===== src/rtl/rx_intf_pkg.sv =====
// ---------------------------------------------------------------------------
// rx_intf_pkg
// Shared definitions for the rx byte-to-word packer slice:
//   - packer FSM state encoding
//   - byte-lane geometry of the 64-bit output word
//   - layout of the status byte written into the final PSDU byte lane
// No ports (package).
// ---------------------------------------------------------------------------
package rx_intf_pkg;

  localparam int BYTES_PER_WORD = 8;
  localparam int LANE_W         = 3;

  // Status byte layout: {fcs_flag, rx_sn[6:0]}
  localparam int INS_FCS_BIT = 7;
  localparam int INS_SN_MSB  = 6;
  localparam int INS_SN_LSB  = 0;

  typedef enum logic [1:0] {
    IDLE      = 2'd0,
    PACK      = 2'd1,
    WAIT_FCS  = 2'd2,
    EMIT_LAST = 2'd3
  } state_e;

  // Builds the byte that replaces the last PSDU byte of a packet.
  function automatic logic [7:0] insert_byte(input logic fcs, input logic [6:0] sn);
    logic [7:0] b;
    b = '0;
    b[INS_FCS_BIT] = fcs;
    b[INS_SN_MSB:INS_SN_LSB] = sn;
    return b;
  endfunction

endpackage


===== src/rtl/rx_intf_byte_to_word_packer_if.sv =====
// ---------------------------------------------------------------------------
// rx_intf_byte_to_word_packer_if
// Bundles the decoder-side byte stream and the DMA-side word stream of the
// packer.
//   master : the side that feeds packets (decoder / testbench)
//   slave  : the packer itself
// Signals: pkt_start, pkt_len[15:0], ht_unsupport, byte_in[7:0],
//          byte_in_strobe, fcs_in_strobe, fcs_ok, rx_pkt_sn_plus_one  (to packer)
//          word_out[WORD_WIDTH-1:0], word_out_strobe, rx_sn[SN_WIDTH-1:0],
//          monitor_word_count[12:0]                                   (from packer)
// ---------------------------------------------------------------------------
interface rx_intf_byte_to_word_packer_if #(
  parameter int WORD_WIDTH = 64,
  parameter int SN_WIDTH   = 7
);
  logic                  pkt_start;
  logic [15:0]           pkt_len;
  logic                  ht_unsupport;
  logic [7:0]            byte_in;
  logic                  byte_in_strobe;
  logic                  fcs_in_strobe;
  logic                  fcs_ok;
  logic                  rx_pkt_sn_plus_one;
  logic [WORD_WIDTH-1:0] word_out;
  logic                  word_out_strobe;
  logic [SN_WIDTH-1:0]   rx_sn;
  logic [12:0]           monitor_word_count;

  modport master (
    output pkt_start, pkt_len, ht_unsupport, byte_in, byte_in_strobe,
           fcs_in_strobe, fcs_ok, rx_pkt_sn_plus_one,
    input  word_out, word_out_strobe, rx_sn, monitor_word_count
  );

  modport slave (
    input  pkt_start, pkt_len, ht_unsupport, byte_in, byte_in_strobe,
           fcs_in_strobe, fcs_ok, rx_pkt_sn_plus_one,
    output word_out, word_out_strobe, rx_sn, monitor_word_count
  );
endinterface


===== src/rtl/rx_intf_lane_writer.sv =====
// ---------------------------------------------------------------------------
// rx_intf_lane_writer
// 64-bit byte-lane buffer for the packer.
//   clk, rstn    : clock, synchronous active-low reset
//   clear_i      : empty the buffer (wins over a write in the same cycle)
//   wr_en_i      : write wr_byte_i into lane wr_lane_i
//   ovr_lane_i   : lane replaced by ovr_byte_i in the last_o view
//   merged_o     : buffer contents including this cycle's write
//   last_o       : buffer contents with the override lane replaced
// ---------------------------------------------------------------------------
module rx_intf_lane_writer
  import rx_intf_pkg::*;
#(
  parameter int WORD_WIDTH = 64
) (
  input  logic                  clk,
  input  logic                  rstn,
  input  logic                  clear_i,
  input  logic                  wr_en_i,
  input  logic [LANE_W-1:0]     wr_lane_i,
  input  logic [7:0]            wr_byte_i,
  input  logic [LANE_W-1:0]     ovr_lane_i,
  input  logic [7:0]            ovr_byte_i,
  output logic [WORD_WIDTH-1:0] merged_o,
  output logic [WORD_WIDTH-1:0] last_o
);

  logic [WORD_WIDTH-1:0] buf_q, buf_d;

  // The merged view lets a full word be emitted in the same cycle its
  // lane 7 byte arrives, while the buffer itself is cleared.
  always_comb begin
    merged_o = buf_q;
    if (wr_en_i) merged_o[8*wr_lane_i +: 8] = wr_byte_i;
  end

  always_comb begin
    last_o = buf_q;
    last_o[8*ovr_lane_i +: 8] = ovr_byte_i;
  end

  always_comb begin
    buf_d = clear_i ? '0 : merged_o;
  end

  always_ff @(posedge clk) begin
    if (!rstn) buf_q <= '0;
    else       buf_q <= buf_d;
  end

endmodule


===== src/rtl/rx_intf_byte_to_word_packer.sv =====
// ---------------------------------------------------------------------------
// rx_intf_byte_to_word_packer
// Packs the decoded PSDU byte stream into 64-bit little-endian words for the
// rx DMA path. The final PSDU byte is overwritten with {fcs_flag, rx_sn};
// exactly ceil(pkt_len/8) words are emitted per accepted packet.
//   clk, rstn : clock, synchronous active-low reset
//   bus       : rx_intf_byte_to_word_packer_if.slave (byte stream in,
//               word stream / rx_sn / monitor_word_count out)
// Optional feature macro RX_INTF_BYTE_TO_WORD_SN_EN:
//   defined   -> rx_sn counter advanced by rx_pkt_sn_plus_one
//   undefined -> rx_sn tied to 0, rx_pkt_sn_plus_one unused
// ---------------------------------------------------------------------------
module rx_intf_byte_to_word_packer
  import rx_intf_pkg::*;
#(
  parameter int WORD_WIDTH   = 64,
  parameter int SN_WIDTH     = 7,
  parameter int FCS_WAIT_TOP = 4095
) (
  input logic                         clk,
  input logic                         rstn,
  rx_intf_byte_to_word_packer_if.slave bus
);

  localparam int WAIT_W = $clog2(FCS_WAIT_TOP + 1);

  state_e                state_q, state_d;
  logic [15:0]           byte_cnt_q, byte_cnt_d;
  logic [15:0]           pkt_len_q, pkt_len_d;
  logic                  fcs_flag_q, fcs_flag_d;
  logic                  fcs_seen_q, fcs_seen_d;
  logic [WAIT_W-1:0]     wait_cnt_q, wait_cnt_d;
  logic [WORD_WIDTH-1:0] word_q, word_d;
  logic                  strobe_q, strobe_d;
  logic [12:0]           word_cnt_q, word_cnt_d;
  logic [SN_WIDTH-1:0]   sn_q;

  logic                  start_ok;
  logic                  buf_clear, buf_wr_en;
  logic [LANE_W-1:0]     last_lane;
  logic [15:0]           last_idx;
  logic [WORD_WIDTH-1:0] buf_merged, buf_last;

  assign start_ok  = bus.pkt_start && !bus.ht_unsupport && (bus.pkt_len != 16'd0);
  assign last_idx  = pkt_len_q - 16'd1;
  assign last_lane = last_idx[LANE_W-1:0];

`ifdef RX_INTF_BYTE_TO_WORD_SN_EN
  // Sequence number runs in every state; EMIT_LAST reads the registered
  // value, so a coincident pulse is seen only by the next packet.
  always_ff @(posedge clk) begin
    if (!rstn)                       sn_q <= '0;
    else if (bus.rx_pkt_sn_plus_one) sn_q <= sn_q + 1'b1;
  end
`else
  logic unused_sn_pulse;
  assign unused_sn_pulse = bus.rx_pkt_sn_plus_one;
  assign sn_q = '0;
`endif

  rx_intf_lane_writer #(.WORD_WIDTH(WORD_WIDTH)) u_lane_writer (
    .clk        (clk),
    .rstn       (rstn),
    .clear_i    (buf_clear),
    .wr_en_i    (buf_wr_en),
    .wr_lane_i  (byte_cnt_q[LANE_W-1:0]),
    .wr_byte_i  (bus.byte_in),
    .ovr_lane_i (last_lane),
    .ovr_byte_i (insert_byte(fcs_flag_q, 7'(sn_q))),
    .merged_o   (buf_merged),
    .last_o     (buf_last)
  );

  // Next-state and output logic. A pkt_start is applied last so it can
  // abort a packet in flight; only EMIT_LAST still delivers its word.
  always_comb begin
    state_d    = state_q;
    byte_cnt_d = byte_cnt_q;
    pkt_len_d  = pkt_len_q;
    fcs_flag_d = fcs_flag_q;
    fcs_seen_d = fcs_seen_q;
    wait_cnt_d = wait_cnt_q;
    word_d     = word_q;
    strobe_d   = 1'b0;
    word_cnt_d = word_cnt_q;
    buf_clear  = 1'b0;
    buf_wr_en  = 1'b0;

    unique case (state_q)
      IDLE: begin
      end
      PACK: begin
        if (bus.fcs_in_strobe) begin
          fcs_flag_d = bus.fcs_ok;
          fcs_seen_d = 1'b1;
        end
        if (bus.byte_in_strobe) begin
          buf_wr_en  = 1'b1;
          byte_cnt_d = byte_cnt_q + 16'd1;
          if (byte_cnt_q == last_idx) begin
            // Last byte stays in the buffer until the FCS verdict is known.
            state_d    = bus.fcs_in_strobe ? EMIT_LAST : WAIT_FCS;
            wait_cnt_d = '0;
          end else if (byte_cnt_q[LANE_W-1:0] == 3'd7) begin
            word_d     = buf_merged;
            strobe_d   = 1'b1;
            buf_clear  = 1'b1;
            word_cnt_d = word_cnt_q + 13'd1;
          end
        end
      end
      WAIT_FCS: begin
        if (fcs_seen_q) begin
          state_d = EMIT_LAST;
        end else if (bus.fcs_in_strobe) begin
          fcs_flag_d = bus.fcs_ok;
          fcs_seen_d = 1'b1;
          state_d    = EMIT_LAST;
        end else if (wait_cnt_q == WAIT_W'(FCS_WAIT_TOP - 1)) begin
          fcs_flag_d = 1'b0;
          state_d    = EMIT_LAST;
        end else begin
          wait_cnt_d = wait_cnt_q + 1'b1;
        end
      end
      EMIT_LAST: begin
        word_d     = buf_last;
        strobe_d   = 1'b1;
        word_cnt_d = word_cnt_q + 13'd1;
        buf_clear  = 1'b1;
        state_d    = IDLE;
      end
      default: state_d = IDLE;
    endcase

    if (bus.pkt_start) begin
      if (state_q != EMIT_LAST) begin
        strobe_d   = 1'b0;
        word_d     = word_q;
        word_cnt_d = word_cnt_q;
      end
      buf_clear  = 1'b1;
      byte_cnt_d = '0;
      fcs_flag_d = 1'b0;
      fcs_seen_d = 1'b0;
      wait_cnt_d = '0;
      if (start_ok) begin
        pkt_len_d  = bus.pkt_len;
        word_cnt_d = '0;
        state_d    = PACK;
      end else begin
        state_d = IDLE;
      end
    end
  end

  // State and output registers.
  always_ff @(posedge clk) begin
    if (!rstn) begin
      state_q    <= IDLE;
      byte_cnt_q <= '0;
      pkt_len_q  <= '0;
      fcs_flag_q <= 1'b0;
      fcs_seen_q <= 1'b0;
      wait_cnt_q <= '0;
      word_q     <= '0;
      strobe_q   <= 1'b0;
      word_cnt_q <= '0;
    end else begin
      state_q    <= state_d;
      byte_cnt_q <= byte_cnt_d;
      pkt_len_q  <= pkt_len_d;
      fcs_flag_q <= fcs_flag_d;
      fcs_seen_q <= fcs_seen_d;
      wait_cnt_q <= wait_cnt_d;
      word_q     <= word_d;
      strobe_q   <= strobe_d;
      word_cnt_q <= word_cnt_d;
    end
  end

  assign bus.word_out           = word_q;
  assign bus.word_out_strobe    = strobe_q;
  assign bus.rx_sn              = sn_q;
  assign bus.monitor_word_count = word_cnt_q;

endmodule

===== src/flat_wrapper.sv =====
// flat-port wrapper written by rule: the top's interface ports become plain ports
module rx_intf_byte_to_word_packer_flat import rx_intf_pkg::*;
#(
  parameter int WORD_WIDTH   = 64,
  parameter int SN_WIDTH     = 7,
  parameter int FCS_WAIT_TOP = 4095
)
  (clk, rstn, bus_pkt_start, bus_pkt_len, bus_ht_unsupport, bus_byte_in, bus_byte_in_strobe, bus_fcs_in_strobe, bus_fcs_ok, bus_rx_pkt_sn_plus_one, bus_word_out, bus_word_out_strobe, bus_rx_sn, bus_monitor_word_count);
  rx_intf_byte_to_word_packer_if #(.WORD_WIDTH(WORD_WIDTH), .SN_WIDTH(SN_WIDTH)) bus_i ();
  input logic clk;
  input logic rstn;
  input wire logic [$bits(bus_i.pkt_start)-1:0] bus_pkt_start;
  input wire logic [$bits(bus_i.pkt_len)-1:0] bus_pkt_len;
  input wire logic [$bits(bus_i.ht_unsupport)-1:0] bus_ht_unsupport;
  input wire logic [$bits(bus_i.byte_in)-1:0] bus_byte_in;
  input wire logic [$bits(bus_i.byte_in_strobe)-1:0] bus_byte_in_strobe;
  input wire logic [$bits(bus_i.fcs_in_strobe)-1:0] bus_fcs_in_strobe;
  input wire logic [$bits(bus_i.fcs_ok)-1:0] bus_fcs_ok;
  input wire logic [$bits(bus_i.rx_pkt_sn_plus_one)-1:0] bus_rx_pkt_sn_plus_one;
  output wire logic [$bits(bus_i.word_out)-1:0] bus_word_out;
  output wire logic [$bits(bus_i.word_out_strobe)-1:0] bus_word_out_strobe;
  output wire logic [$bits(bus_i.rx_sn)-1:0] bus_rx_sn;
  output wire logic [$bits(bus_i.monitor_word_count)-1:0] bus_monitor_word_count;
  assign bus_i.pkt_start = bus_pkt_start;
  assign bus_i.pkt_len = bus_pkt_len;
  assign bus_i.ht_unsupport = bus_ht_unsupport;
  assign bus_i.byte_in = bus_byte_in;
  assign bus_i.byte_in_strobe = bus_byte_in_strobe;
  assign bus_i.fcs_in_strobe = bus_fcs_in_strobe;
  assign bus_i.fcs_ok = bus_fcs_ok;
  assign bus_i.rx_pkt_sn_plus_one = bus_rx_pkt_sn_plus_one;
  assign bus_word_out = bus_i.word_out;
  assign bus_word_out_strobe = bus_i.word_out_strobe;
  assign bus_rx_sn = bus_i.rx_sn;
  assign bus_monitor_word_count = bus_i.monitor_word_count;
  rx_intf_byte_to_word_packer #(.WORD_WIDTH(WORD_WIDTH), .SN_WIDTH(SN_WIDTH), .FCS_WAIT_TOP(FCS_WAIT_TOP)) u_core (.clk(clk), .rstn(rstn), .bus(bus_i));
endmodule

===== config.mk =====
export PLATFORM = sky130hd
export DESIGN_NAME = rx_intf_byte_to_word_packer_flat
export DESIGN_NICKNAME = d
export VERILOG_FILES = /design/src/rtl/rx_intf_pkg.sv /design/src/rtl/rx_intf_byte_to_word_packer_if.sv /design/src/rtl/rx_intf_lane_writer.sv /design/src/rtl/rx_intf_byte_to_word_packer.sv /design/src/flat_wrapper.sv
export SDC_FILE = /design/constraint.sdc
export NUM_CORES = 1
export LEC_CHECK = 0
export ABC_AREA = 1
export BUFFER_PORTS_ARGS = -buffer_cell sky130_fd_sc_hd__clkbuf_2
export CORE_MARGIN = 2
export CORE_UTILIZATION = 60
export DETAILED_ROUTE_END_ITERATION = 10
export PLACE_DENSITY = 0.85
export SLEW_MARGIN = 15
export SYNTH_ARGS = -nofsm -noshare
export SYNTH_HDL_FRONTEND = slang
export SYNTH_HIERARCHICAL = 1
export SYNTH_SLANG_ARGS = --single-unit

===== constraint.sdc =====
create_clock -name clk -period 6.96 [get_ports clk]
set_input_delay 1.392 -clock clk [delete_from_list [all_inputs] [get_ports clk]]
set_output_delay 1.392 -clock clk [all_outputs]
set_load 0.1 [all_outputs]

**Yosys cells after proc, flatten, opt, wreduce, memory -nomap -nowiden**

Index checks and enable logic that the tools add are counted.

- Flip-flop bits (word level): 190
- Output and inout port bits: 85
- Input bits: 32

- Add/sub/neg operators: 6
- Bitwise logic cells: 1
- Reductions and logical operators: 14
- Eq/ne operators: 19
- Muxes and demuxes: 49
- Shifts and indexed selects: 4

Operators with widths:

| operator | count |
|---|---|
| two-way mux 64 bit | 6 |
| bitwise mux 64 bit | 2 |
| case mux 64 bit (2 select lines) | 1 |
| variable shift 8 x 34 -> 64 bit (first input constant) | 2 |
| variable part select 8 x 34 -> 64 bit | 2 |
| two-way mux 13 bit | 6 |
| negation 6 -> 34 bit | 2 |
| two-way mux 12 bit | 5 |
| case mux 13 bit (2 select lines) | 1 |
| case mux 12 bit (2 select lines) | 1 |
| two-way mux 1 bit | 17 |
| adder 16 x 1 -> 16 bit (second input constant) | 1 |
| == test 16 bit | 1 |
| nonzero test 16 bit | 1 |
| subtractor 16 x 1 -> 16 bit (second input constant) | 1 |
| inequality test 2 bit (second input constant) | 7 |
| adder 13 x 1 -> 13 bit (second input constant) | 1 |
| adder 12 x 1 -> 12 bit (second input constant) | 1 |
| == test 12 bit (second input constant) | 1 |
| two-way mux 2 bit | 6 |
| inequality test 3 x 2 -> 1 bit (second input constant) | 3 |
| AND reduction 4 bit | 2 |
| case mux 1 bit (2 select lines) | 3 |
| case mux 2 bit (3 select lines) | 1 |
| other kinds (14) | 19 |

**Logic depth before layout (Yosys ltp)**

Gate-level depths: netlist (run 1).

- Depth after elaboration: 10
- Mapped depth: 20

**By module**

Netlist (run 1), hierarchy kept.

By module, submodules not included:

| module | cells each | times used | area an instance (um^2) |
|---|---|---|---|
| rx_intf_byte_to_word_packer | 1,127 | 1 | 7,070.5 |
| rx_intf_lane_writer | 681 | 1 | 4,120.2 |

**Worst setup path after synthesis (run 1)**

Ideal clock, no wire load.

- Kind: in2reg
- From: input bus_byte_in_strobe
- To: register u_core.byte_cnt_q[15]
- Required time: 6.890 ns
- Setup slack: 3.934 ns
- Stages: 15
- Arrival: 2.957 ns
- Buffers on the path: 1
- Cells stage by stage: buf_2 -> nand2_1 -> inv_2 -> nand3_1 -> nor2_1 -> inv_1 -> nor3_2 -> inv_1 -> nor2_1 -> nand4_1 -> nor2_1 -> nand3_1 -> nor2_1 -> o21ai_0 -> a21oi_1

- Cells in the longest elaborated chain, start to end: 1

Ends and longest elaborated chain:

| element | line | text |
|---|---|---|
| from (decl) | flat_wrapper.sv:16 | `input wire logic [$bits(bus_i.byte_in_strobe)-1:0] bus_byte_in_strobe;` |
| AND reduction 2 bit (no line) | -- |  |
| to (signal assigned) | rx_intf_byte_to_word_packer.sv:171 | `byte_cnt_q <= byte_cnt_d;` |
| to (decl) | rx_intf_byte_to_word_packer.sv:28 | `logic [15:0] byte_cnt_q, byte_cnt_d;` |

Every way passes these cells.
A chain may end at the register's enable or synchronous reset.

**Worst setup path in the final report (run 1)**

- From: input bus_pkt_len[4]
- To: register u_core.word_cnt_q[9], in the netlist u_core/bus.monitor_word_count[9]

- Cells in the longest elaborated chain, start to end: 4
- Elaborated cells on any way between the ends: 5

Ends and longest elaborated chain:

| element | line | text |
|---|---|---|
| from (decl) | flat_wrapper.sv:13 | `input wire logic [$bits(bus_i.pkt_len)-1:0] bus_pkt_len;` |
| nonzero test 16 bit * | rx_intf_byte_to_word_packer.sv:44 | `assign start_ok = bus.pkt_start && !bus.ht_unsupport && (bus.pkt_len != 16'd0);` |
| logical AND 1 bit * | rx_intf_byte_to_word_packer.sv:44 |  |
| two-way mux 13 bit | rx_intf_byte_to_word_packer.sv:147 | `if (start_ok) begin` |
| two-way mux 13 bit | rx_intf_byte_to_word_packer.sv:136 | `if (bus.pkt_start) begin` |
| to (signal assigned) | rx_intf_byte_to_word_packer.sv:178 | `word_cnt_q <= word_cnt_d;` |
| to (decl) | rx_intf_byte_to_word_packer.sv:35 | `logic [12:0] word_cnt_q, word_cnt_d;` |

Mark *: on every way between the ends. The rest lies on a longest branch, timed or not.

==> results by stage, run 1 <==
Detailed routing:
- The number of search-and-repair iterations in the first detailed-routing pass is 5.
- Summed over all layers, the routed wires come to around 28000 um.
- Detailed routing inserted a total of 11300 vias.
- The number of remaining DRC errors is 0.
- The first routing iteration left 973 violations.
- In the final routed layout, each cell accounts on average for between 10 and 15 um.
- The post-detailed-route count of antenna-violating nets is 0.
- Dividing the detail-routed via count by the number of cells gives around 5.3.

Run status:
- The flow ran to the end, and the final reports show no timing, DRC or antenna violations.

Yosys:
- The parity-gate share of the synthesized area counting xor and xnor cells is under 10%.
- The fraction of registers with async set or reset after synthesis is 0%.
- The count of mapped cells out of synthesis is around 1800.
- In this run, distinct cell masters in the synthesized netlist total 42.
- The proportion of synthesized area in mux cells is 0%.
- By area the synthesized netlist is led by dfxtp_1, nand2_1, inv_1.
- Of the total synthesized cell area, the portion taken by full adders, half adders and majority gates is 2.01%.
- The post-synthesis sequential element count is 190.
- The synthesized netlist devotes between 30 and 40% of its cell area to simple gates.
- Summing the areas of all compound-gate instances in the mapped netlist gives between 10% and 20% of the synthesized area.
- For this run, the leading register cell type out of synthesis is dfxtp_1.
- Of all cell types, the one taking the most synthesized area is dfxtp_1.
- Yosys instantiated no cell more often than nand2_1.
- The synthesized netlist occupies a cell area of about 11000 um^2.
- The commonest cells after synthesis are nand2_1, inv_1, dfxtp_1, nor2_1, a21oi_1.
- Averaged over all synthesized cells, the footprint is slightly above 6 um^2.
- The synthesis warning total is 6.
- The area fraction of the dominant cell type after synthesis is around 34%.
- After synthesis, flip-flops and latches occupy between 30% and 40% of the total area.
- After synthesis, the largest family of logic cells by area is simple AND/OR/NAND/NOR gates.
- The number of synthesized flops with an enable pin is 0.

Floorplanning:
- The vertical die dimension is roughly 140 um.
- The I/O pin total is around 120.
- The full die area is 19800 um^2.
- Row generation in the floorplan step produced 49 rows.
- For this configuration, the core starts out at a cell density of 61.7%.
- The horizontal die dimension is ~140 um.
- In this run the standard cell core region covers between 15000 and 20000 um^2.

Placed design:
- The count of buffers inserted at the top-level ports is around 110.
- The final weighted congestion in routability-driven placement is 0.939.
- The half-perimeter wire length of the detailed placement result is slightly below 20000 um.
- The placed instance count is 2100.

Critical path:
- STA classifies the critical path endpoint as a register.
- The endpoint identified for the worst register-to-register timing path is u_core/bus.word_out[7].
- The worst reg-to-reg setup slack is between 3 and 4 ns.
- The arrival time of data at the critical path endpoint is between 4 and 5 ns.
- The critical path in this run is classified as in -> reg.
- The type of element launching the critical path is a primary input.
- The end point of the critical path is u_core/bus.monitor_word_count[9].
- The number of cells on the worst reg-to-reg path is 13.
- The required time at the endpoint of the critical path is roughly 7.3 ns.
- The startpoint identified for the worst register-to-register timing path is u_core/pkt_len_q[0].
- In this run the worst path has a maximum fanout of 28.
- The source of the critical timing path is bus_pkt_len[4].
- The largest single stage delay on the critical path is around 0.85 ns.
- The cell type of the slowest stage on the worst timing path is nor2_1.
- Traced cell by cell, the critical path runs through clkbuf_2 > nor4_1 > nand4_1 > nand3_1 > inv_1 > nor2_1 > nand2_1 > a21oi_1.

Layout:
- Cells fill 67.7% of the core in the end.
- The number of antenna diodes in the final layout is 0.
- The count of cells in the finished layout, fillers not included, comes to 2132.
- The fraction of layout instances using a drive strength above 1 is slightly above 10%.
- Compared with the post-synthesis result, the final layout area differs by 9.86%.
- The count of nets after finishing is 1940.

Global routing:
- The global route total overflow is 0.
- Global routing consumed, on the met1 layer, about two fifths of the routing resources.
- The largest net degree at the start of global routing is 78.
- The first global-routing pass estimated 47300 um of wire.
- The most heavily used metal layer in global routing is met2.
- The number of global-route vias before repair is just over 10000.
- The fraction of met2 tracks used by global routing is between 40% and 50%.
- The overall track demand over capacity in global routing is around 29%.
- The initial antenna violation count came to 0.
- For met3 alone, demand over resource in global routing was under 10%.

STA:
- Subtracting the final worst setup slack from the clock period gives 3.73 ns.
- The number of pins exceeding their max-slew limit in the final report is 0.
- Setup repair after global routing left no endpoint under its margin.
- Setup violations remaining at the end of the flow were counted as 0.
- The post-route fraction of the period consumed by the critical path is a little over half.
- The clock skew after layout is 0.00707 ns.
- At the pin with the least slew margin, the transition time is ~1 ns.
- The number of hold violations in the final report was 0.
- The smallest hold slack is between 0.4 and 0.5 ns.
- The timing-limited maximum frequency is around 270 MHz.
- The headroom to the max-slew limit is approximately a third.
- After routing, the total negative slack on setup checks comes to 0 ns.

Clocking:
- The CTS tree is built.
- Clock tree synthesis selected as its root buffer the cell clkbuf_16.
- The total number of clock tree sinks is 190.
- For this design, the CTS-stage hold fixing added 0 buffers.
- The number of buffers added by the clock tree synthesis step is 17.
- The number of gates resized after CTS was 0.
- The clock tree synthesis step divided the H-tree into 4 levels.
- Post-CTS timing repair inserted 0 buffers for setup.
- The worst-skew pair later-pin latency is 0.43 ns.
- After clock tree synthesis, the clock-pin slew on the worst setup and hold paths is about 0.070 ns.
- The clock passes through at most 2 buffers.

Power:
- In this run, flip-flops and latches consume about 45% of the power.
- The analysis attributes to cell leakage a power of 6.13 nW.
- Of the total power, the share spent switching nets is 29.2%.
- The clock network burns between 30% and 40% of the power.
- The power per cell area is 201 nW/um^2.
- The internal power of the cells totals 1.75 mW.
- In this run, the combinational gates consume approximately 15% of the power.
- IR analysis of the VDD net gives a maximum drop of 0.000181 V.
- The switching power total is 0.721 mW.

Flow run:
- The number of maximum-capacitance violations is 0.

Hold path:
- The worst min-delay path class is reg -> reg.
## layout make-up
class	instances	area [um^2]
clock inverters	9	108
clock buffers	23	478
flip-flops and latches	190	3800
inverters	235	882
multi-input cells	1333	6160
well taps	229	287
fillers	1639	5850
repair buffers	113	578
## how the worst min path moves through the flow
stage	start	to	slack, ns	depth (start not counted)
global placement	u_core/bus.word_out[47]	u_core/bus.word_out[47]	0.45	2
floorplan	u_core/fcs_seen_q	u_core/fcs_seen_q	0.44	2
finish	u_core/bus.word_out[9]	u_core/bus.word_out[9]	0.46	2
CTS	u_core/bus.word_out[9]	u_core/bus.word_out[9]	0.47	2
global route	u_core/bus.word_out[47]	u_core/bus.word_out[47]	0.49	2
detailed placement	u_core/bus.word_out[9]	u_core/bus.word_out[9]	0.45	2
## metrics by stage
| step | instance area [um^2] | setup WS [ns] | power, mW |
|---|---|---|---|
| 2_1_floorplan | 11300 | 3.93 | 1.43 |
| 3_5_place_dp | 11700 | 2.85 | 1.50 |
| 5_1_grt | 12300 | 2.90 | 2.57 |
| 3_3_place_gp | 11700 | 2.91 | 1.49 |
| 4_1_cts | 12300 | 3.31 | 2.47 |
| 6_report | 12300 | 3.23 | 2.47 |
## critical path, delay by kind of cell
family / cells / cell delay (ns)
and+or+nand+nor: 5 / 2.03
buffers and inverters: 2 / 0.48
AOI/OAI and AO/OA: 1 / 0.18
## kinds of logic after synthesis
logic type,Yosys count
xor+xnor,21
compound gates,301
other cells,1
fa+ha+maj,18
buf+inv,316
simple gates,961
flops,190
## routing by layer
metal  up-vias  part of all wire, %
met5         -                    0
met4         0                  2.0
met3        42                  6.6
met2       397                   46
met1      5145                   46
li1       5755                    -
## state kept, by name, summed over array words and instances, names as in the netlist, 2 cells and up
register                       count
u_core/state_q                     2
u_core/u_lane_writer/buf_q        64
u_core/bus.word_out               64
u_core/pkt_len_q                  16
u_core/bus.monitor_word_count     13
u_core/wait_cnt_q                 12
u_core/byte_cnt_q                 16
## layout by cell type (no fill, tap or decap), types with 2 or more instances in the layout
| master | instances |
|---|---|
| nor2_2 | 8 |
| clkbuf_16 | 17 |
| nand3_4 | 10 |
| clkinv_2 | 3 |
| buf_4 | 5 |
| or2_2 | 5 |
| inv_6 | 2 |
| clkbuf_8 | 3 |
| nand3b_1 | 8 |
| o21a_1 | 2 |
| xnor2_1 | 3 |
| xor2_1 | 18 |
| nand3_2 | 2 |
| nor2_1 | 152 |
| a31oi_1 | 3 |
| nor2_4 | 8 |
| clkbuf_2 | 108 |
| nand3_1 | 55 |
| nand2_2 | 4 |
| ha_1 | 17 |
| bufinv_16 | 2 |
| o21ai_0 | 98 |
| dfxtp_1 | 190 |
| nand2_1 | 660 |
| o21ai_1 | 56 |
| inv_1 | 225 |
| a21oi_1 | 135 |
| nor4_1 | 5 |
| nor3_1 | 23 |
| conb_1 | 32 |
| nand4_1 | 13 |
| a211oi_1 | 2 |
| nand2_4 | 4 |
| clkbuf_1 | 3 |
| clkinvlp_4 | 2 |
| inv_2 | 10 |
## power groups by stage
stage | Clock (mW) | Combinational (mW) | Sequential [mW]
floorplan | 0 | 0.285 | 1.15
detailed placement | 0 | 0.361 | 1.14
global placement | 0 | 0.354 | 1.14
CTS | 0.993 | 0.364 | 1.11
global route | 1.04 | 0.411 | 1.12
finish | 0.981 | 0.372 | 1.11
(Power assumes the default switching activity.)
==> run 2, diff against run 1 <==
==> constraint.sdc (replaced) <==
create_clock -name clk -period 3.7 [get_ports clk]
set_input_delay 0.74 -clock clk [delete_from_list [all_inputs] [get_ports clk]]
set_output_delay 0.74 -clock clk [all_outputs]
set_load 0.1 [all_outputs]
==> results by stage, run 2 (synthesis results as in run 1) <==
STA:
- Setup repair after global routing left no endpoint under its margin.
- The number of hold violations in the final report is 0.
- The number of pins exceeding their max-slew limit in the final report is 0.
- The number of failing setup endpoints in the final timing report is 0.
- The clock skew after layout is approximately 0.0079 ns.
- The slew at the pin closest to its max-slew limit is between 0.8 and 0.9 ns.
- In this run the tightest slew margin relative to its limit is ~46%.
- Across all hold checks on the routed design, the worst slack comes to 0.464 ns.
- Of the available clock period, the critical path in the final layout requires about 84%.
- Adding up every negative setup slack in the final design gives 0 ns.
- The timing-limited maximum frequency is about 320 MHz.
- For the finished layout, the period the worst path requires is 3.10 ns.

Placed design:
- Port buffering added ~110 buffers.
- At the end of routability-driven placement, the weighted congestion stood at a little over 0.9.
- The half-perimeter wire length of the detailed placement result is 19600 um.

Clocking:
- Hold repair after CTS inserted 0 buffers.
- CTS placed an instance of clkbuf_16 at the clock tree root.
- The H-tree was split into 4 levels.
- The total number of clock tree sinks is 190.
- The clock passes through at most 2 buffers.
- The clock reaches the later pin of the worst-skew pair after around 0.43 ns.
- The CTS tree is built.
- The clock input transition at the sequential cells of the worst setup and hold paths is about 0.07 ns.
- The number of buffers added by the clock tree synthesis step is 17.
- The count of buffers added by post-CTS timing repair for setup is 0.
- After clock tree synthesis, the repair step resized 0 gates.

Critical path:
- The worst reg-to-reg path cell count is 17.
- In this run the register-to-register setup slack is approximately 0.60 ns.
- The worst reg2reg path startpoint is u_core/pkt_len_q[0].
- The critical path endpoint category is a register.
- The biggest fanout along the worst timing path is 64.
- In this design, the critical path's most frequently occurring cell is nand2_1.
- The type of element launching the critical path is a register.
- Data arrives at the worst endpoint at between 3 and 4 ns.
- Traced cell by cell, the critical path runs through inv_2 > ha_1 > nand2_1 > nor2_2 > nand3_1 > nand2_1 > inv_1 > nor2_1 > nand2_1 > nor2_4 > nand2_4 > nand3_4 > nand2_4 > nand3_4 > buf_4 > nand2_1 > a21oi_1.
- The reg-to-reg endpoint is u_core/bus.word_out[12].
- Among all stages on the critical path, the largest delay is contributed by buf_4.
- For the worst setup path, the data required time is 4.06 ns.
- For this run, the slowest stage of the critical path takes 0.54 ns.
- The classification of the worst setup path is reg -> reg.

Hold path:
- The worst hold path begins at u_core/bus.word_out[15].
- The path with the worst hold slack has its endpoint at u_core/bus.word_out[15].
- The instance count along the most critical hold path is 2.
- The worst min-delay path class is reg -> reg.

Detailed routing:
- After the first detailed-routing iteration, the DRC count stood at approximately 1100.
- The post-detailed-route via-to-cell ratio is roughly 5.3.
- After detailed routing, the average wire length per cell comes to 13.2 um.
- The number of remaining DRC errors is 0.
- The post-detailed-route count of antenna-violating nets is 0.
- The first TritonRoute pass finished after 5 iterations.
- The detailed-route wire length is 28200 um.
- Across all layers, the routed design uses approximately 11000 vias.

Floorplanning:
- For this design the top-level I/O count stands at about 120.
- The floorplan step set the die height to approximately 140 um.
- The number of core rows is a little under 50.
- The area of the core region is around 18000 um^2.
- The full die area is 19800 um^2.
- The initial utilization of the core area, before any placement, comes to around 62%.
- The horizontal die dimension is approximately 140 um.

Run status:
- The flow ran to the end, and the final reports show no timing, DRC or antenna violations.

Global routing:
- The initial antenna violation count came to 0.
- The largest net degree at the start of global routing is 78.
- The number of global-route vias before repair was a little under 10000.
- The overall track demand over capacity in global routing is between 20% and 30%.
- The global route total overflow is 0.
- The wire length of the first global-routing pass is between 40000 and 50000 um.

Flow run:
- The number of maximum-capacitance violations is 0.

Layout:
- The top cell types in the final layout, fill and taps aside, are nand2_1, inv_1, dfxtp_1, nor2_1, a21oi_1.
- From synthesis to final layout, the design area changed by 11.0%.
- The number of antenna diodes in the final layout is 0.
- The fraction of layout instances using a drive strength above 1 is about 11%.
- The most common cell after layout, fill and taps aside is nand2_1.
- In the final design database the tool counted a little under 2000 nets.
- The core utilization of the finished layout is 68.5%.

Power:
- VDD sags by at most 0.000333 V.
- Power spread over the standard cell area amounts to 379 nW/um^2.
- The leakage power summed over all cells is between 6 and 7 nW.
run 2: cell count changes in the layout (fill, tap and decap cells not counted), sizes merged:
cell      before  now
clkinv         3    2
inv          237  240
buf            5   16
clkinvlp       2    4
clkbuf       131  127
run 2: where the power goes:
| group | leakage, nW | total, mW | switching (mW) | internal, mW |
|---|---|---|---|---|
| registers | 1.53 | 2.09 | 0.0253 | 2.07 |
| clock network | 0.288 | 1.90 | 0.848 | 1.05 |
| logic | 4.37 | 0.714 | 0.535 | 0.179 |
run 2: routing by layer:
layer / routed length [um] / track usage, % / up-vias
met3: 2080 / 5.57 / 48
met2: 13000 / 45.9 / 395
li1: - / - / 5786
met1: 12600 / 38.3 / 5082
met4: 496 / 9.00 / 0
met5: 0 / 0 / -
run 2: final cells by class:
cell class / instances / area (um^2)
Clock buffer: 19 / 453
Tap cell: 229 / 287
Multi-Input combinational cell: 1333 / 6160
Inverter: 235 / 882
Timing Repair Buffer: 124 / 686
Clock inverter: 13 / 155
Fill cell: 1569 / 5720
Sequential cell: 190 / 3800
run 2: worst max-delay path by stage:
| stage | from | endpoint |
|---|---|---|
| finish | u_core/pkt_len_q[0] | u_core/bus.word_out[12] |
| global route | u_core/pkt_len_q[0] | u_core/bus.word_out[30] |
| CTS | u_core/pkt_len_q[0] | u_core/bus.word_out[12] |
| detailed placement | u_core/pkt_len_q[0] | u_core/bus.word_out[12] |
| global placement | u_core/pkt_len_q[0] | u_core/bus.word_out[36] |
| floorplan | u_core/bus.monitor_word_count[2] | u_core/bus.monitor_word_count[11] |
run 2: critical path: cells and delay by family (launching register included):
| family | cells | cell delay, ns |
|---|---|---|
| compound gates | 1 | 0.17 |
| flops | 1 | 0.35 |
| buf+inv | 3 | 0.81 |
| fa+ha+maj | 1 | 0.24 |
| simple gates | 12 | 1.42 |
run 2: per-stage QoR:
stage	cells	setup slack [ns]	instance area (um^2)	total power, mW
6_report	2143	0.603	12400	4.70
5_1_grt	2143	0.288	12400	4.88
4_1_cts	2143	0.614	12400	4.71
3_5_place_dp	2111	0.647	11800	2.83
3_3_place_gp	2111	0.740	11800	2.82
2_1_floorplan	1839	0.904	11300	2.70
==> run 3, diff against run 2 <==
--- a/config.mk
+++ b/config.mk
@@ -8,9 +8,9 @@
 export ABC_AREA = 1
 export BUFFER_PORTS_ARGS = -buffer_cell sky130_fd_sc_hd__clkbuf_2
 export CORE_MARGIN = 2
-export CORE_UTILIZATION = 60
+export CORE_UTILIZATION = 54
 export DETAILED_ROUTE_END_ITERATION = 10
-export PLACE_DENSITY = 0.85
+export PLACE_DENSITY = 0.81
 export SLEW_MARGIN = 15
 export SYNTH_ARGS = -nofsm -noshare
 export SYNTH_HDL_FRONTEND = slang
==> constraint.sdc (replaced) <==
create_clock -name clk -period 2.5 [get_ports clk]
set_input_delay 0.5 -clock clk [delete_from_list [all_inputs] [get_ports clk]]
set_output_delay 0.5 -clock clk [all_outputs]
set_load 0.1 [all_outputs]
==> results by stage, run 3 (synthesis results as in run 1) <==
Layout:
- The fraction of layout instances using a drive strength above 1 is 17.6%.
- The core utilization of the finished layout is 67.0%.
- The count of non-filler cells in the finished layout is about 2300.
- The count of antenna diodes in the layout is 0.
- Relative to the synthesized area, the layout overhead comes to 21.5%.
- The library cell used most frequently in the layout, excluding fill and tap cells, is nand2_1.
- The library cells used most frequently in the layout, excluding fill and tap cells, are nand2_1, inv_1, dfxtp_1, nor2_1, a21oi_1.
- The final-layout fill cell count is about 1700.
- The count of nets after finishing is 2024.

Placed design:
- Including well taps, the total number of placed cells is 2190.
- The final weighted congestion in routability-driven placement is 0.908.
- The count of buffers inserted at the top-level ports is 108.
- The half-perimeter wire length of the detailed placement result is 21100 um.

STA:
- Setup violations remaining at the end of the flow were counted as 0.
- The post-route fraction of the period consumed by the critical path is between 90% and 100%.
- The number of hold violations in the final report is 0.
- The number of pins exceeding their max-slew limit in the final report is 0.
- The headroom to the max-slew limit is about two fifths.
- Setup repair after global routing could not meet its margin everywhere.
- The worst path in the final design needs a cycle of 2.45 ns, including I/O delays and setup.
- The clock arrives with slightly above 0.009 ns of skew.
- Based on the critical path, the design can be clocked at up to ~400 MHz.
- At the pin with the least slew margin, the transition time is ~0.90 ns.

Clocking:
- Clock latency on the worst-skew pair, taken at its later pin, is 0.44 ns.
- The clock input transition at the sequential cells of the worst setup and hold paths is ~0.070 ns.
- CTS placed an instance of clkbuf_16 at the clock tree root.
- The count of hold-fix buffers inserted at cts is 0.
- The number of H-tree levels is 4.
- TritonCTS created 17 clock buffers.
- The CTS tree is built.
- The maximum clock insertion buffer count is 2.
- The clock net in this run drives a total of 190 sinks.

Hold path:
- The endpoint of the worst hold-timing path is u_core/fcs_flag_q.
- In this run the worst hold path is classified as in -> reg.
- The start point of the worst min-delay path is bus_fcs_ok.
- The worst hold path was traced through 3 stages.

Critical path:
- Traced cell by cell, the critical path runs through inv_2 > ha_4 > nand2_8 > buf_4 > xor2_1 > inv_1 > nor2_2 > nand2_2 > nor2_4 > nand2_4 > nand3_4 > nand2_4 > buf_6 > nand3_4 > buf_12 > buf_12 > nand2_1 > a21oi_1.
- The worst register-to-register path ends at u_core/bus.word_out[58].
- The cell type of the slowest stage on the worst timing path is dfxtp_2.
- The worst register-to-register path has a depth of 18.
- The worst register-to-register path begins at u_core/pkt_len_q[0].
- In this run the register-to-register setup slack is 0.05 ns.
- The arrival time of data at the critical path endpoint is roughly 2.8 ns.
- For this run, the slowest stage of the critical path takes between 0.3 and 0.4 ns.
- The setup path with the least slack is of type reg -> reg.
- STA classifies the critical path endpoint as a register.
- The biggest fanout along the worst timing path is 7.
- The type of element launching the critical path is a register.
- The required time at the endpoint of the critical path is ~2.9 ns.

Global routing:
- The number of global-route vias before repair is approximately 11000.
- The initial antenna violation count is 0.
- The largest net degree at the start of global routing is around 80.
- Global routing finished with a remaining overflow of 0.
- The first global-routing pass estimated 51200 um of wire.
- For this run, the total global-route usage over all layers was measured as 28.5%.

Floorplanning:
- The core region is slightly above 20000 um^2.
- In this run the horizontal extent of the chip is approximately 150 um.
- The full die area is 21900 um^2.
- The starting utilization of the core area is between 50% and 60%.
- The I/O pin total is approximately 120.
- The vertical die dimension is approximately 150 um.
- In this run the core area contains 52 standard-cell rows.

Flow run:
- Max-cap violations in this run came to 0.

Power:
- For this design the static power due to leakage is 6.66 nW.
- The overall power consumption is between 7 and 8 mW.
- The highest ir drop seen on vdd is ~0.00048 V.
- For this design the ratio of total power to cell area is around 550 nW/um^2.

Detailed routing:
- The detailed-route wire length is roughly 33000 um.
- Dividing the detail-routed wire length by the instance count gives around 15 um.
- The number of search-and-repair iterations in the first detailed-routing pass is 6.
- The violation count after the first detailed-route iteration is around 1400.
- In this run the remaining antenna-violating nets after routing total 0.
- The post-detailed-route via-to-cell ratio is roughly 5.3.
- The routed layout has 12000 vias.
- For this run, design rule violations remaining after detail routing come to 0.

Run status:
- The run finished with clean final reports.
[run 3: metal layers]
metal  up-vias  global-route usage (%)  wire length [um]
met4         0                    10.4               997
met2       586                    48.3             15700
met3        98                    5.03              2990
met5         -                       0                 0
li1       5944                       -                 -
met1      5386                    36.6             13800
[run 3: repair_timing]
action                     in CTS  in global routing
gates cloned                    3                  7
hold endpoints to repair        0                  0
setup endpoints to repair     120                149
gates resized for setup        11                 90
pin swaps                       5                 24
buffers inserted                6                 19
[run 3: worst max path at each step]
stage	start	endpoint	slack, ns	cells past startpoint
finish	u_core/pkt_len_q[0]	u_core/bus.word_out[58]	0.05	18
global route	u_core/pkt_len_q[0]	u_core/bus.word_out[15]	-0.09	19
CTS	u_core/pkt_len_q[0]	u_core/bus.word_out[58]	-0.0001	18
detailed placement	u_core/pkt_len_q[0]	u_core/bus.word_out[54]	-0.16	18
global placement	u_core/pkt_len_q[0]	u_core/bus.word_out[21]	-0.06	18
floorplan	u_core/byte_cnt_q[0]	u_core/bus.word_out[46]	0.02	13
[run 3: worst max-delay path: cells and delay by family, from the launching register on]
kind / cells / cell delay [ns]
flip-flops: 1 / 0.33
XOR/XNOR: 1 / 0.14
AND/OR/NAND/NOR: 9 / 0.83
buffers and inverters: 6 / 0.70
adder cells (fa/ha/maj): 1 / 0.19
AO/OA/AOI/OAI: 1 / 0.17
[run 3: cell type report]
class	count	area (um^2)	share of cell area (%)
flip-flops and latches	190	3820	28.1
clock inverters	15	185	1.36
clock buffers	17	425	3.13
well taps	270	338	2.48
multi-input cells	1338	6520	48.0
repair buffers	192	1410	10.4
inverters	235	893	6.57
[run 3: where the power goes]
part	internal, mW	total [mW]	switching, mW	leakage (nW)
clock	1.59	2.87	1.28	0.289
sequential	3.06	3.11	0.0464	1.54
combinational	0.491	1.45	0.963	4.83
total	5.14	7.43	2.29	6.66
[run 3: stage by stage]
step           hold slack, ns  area (um^2)  setup slack (ns)    TNS, ns
4_1_cts                 0.315        12900         -0.000146  -0.000146
3_3_place_gp            0.450        12200           -0.0617      -2.90
3_5_place_dp            0.454        12200            -0.158      -7.42
6_report                0.337        13600            0.0456          0
2_1_floorplan           0.444        11300            0.0224          0
5_1_grt                 0.326        13600           -0.0923      -6.33
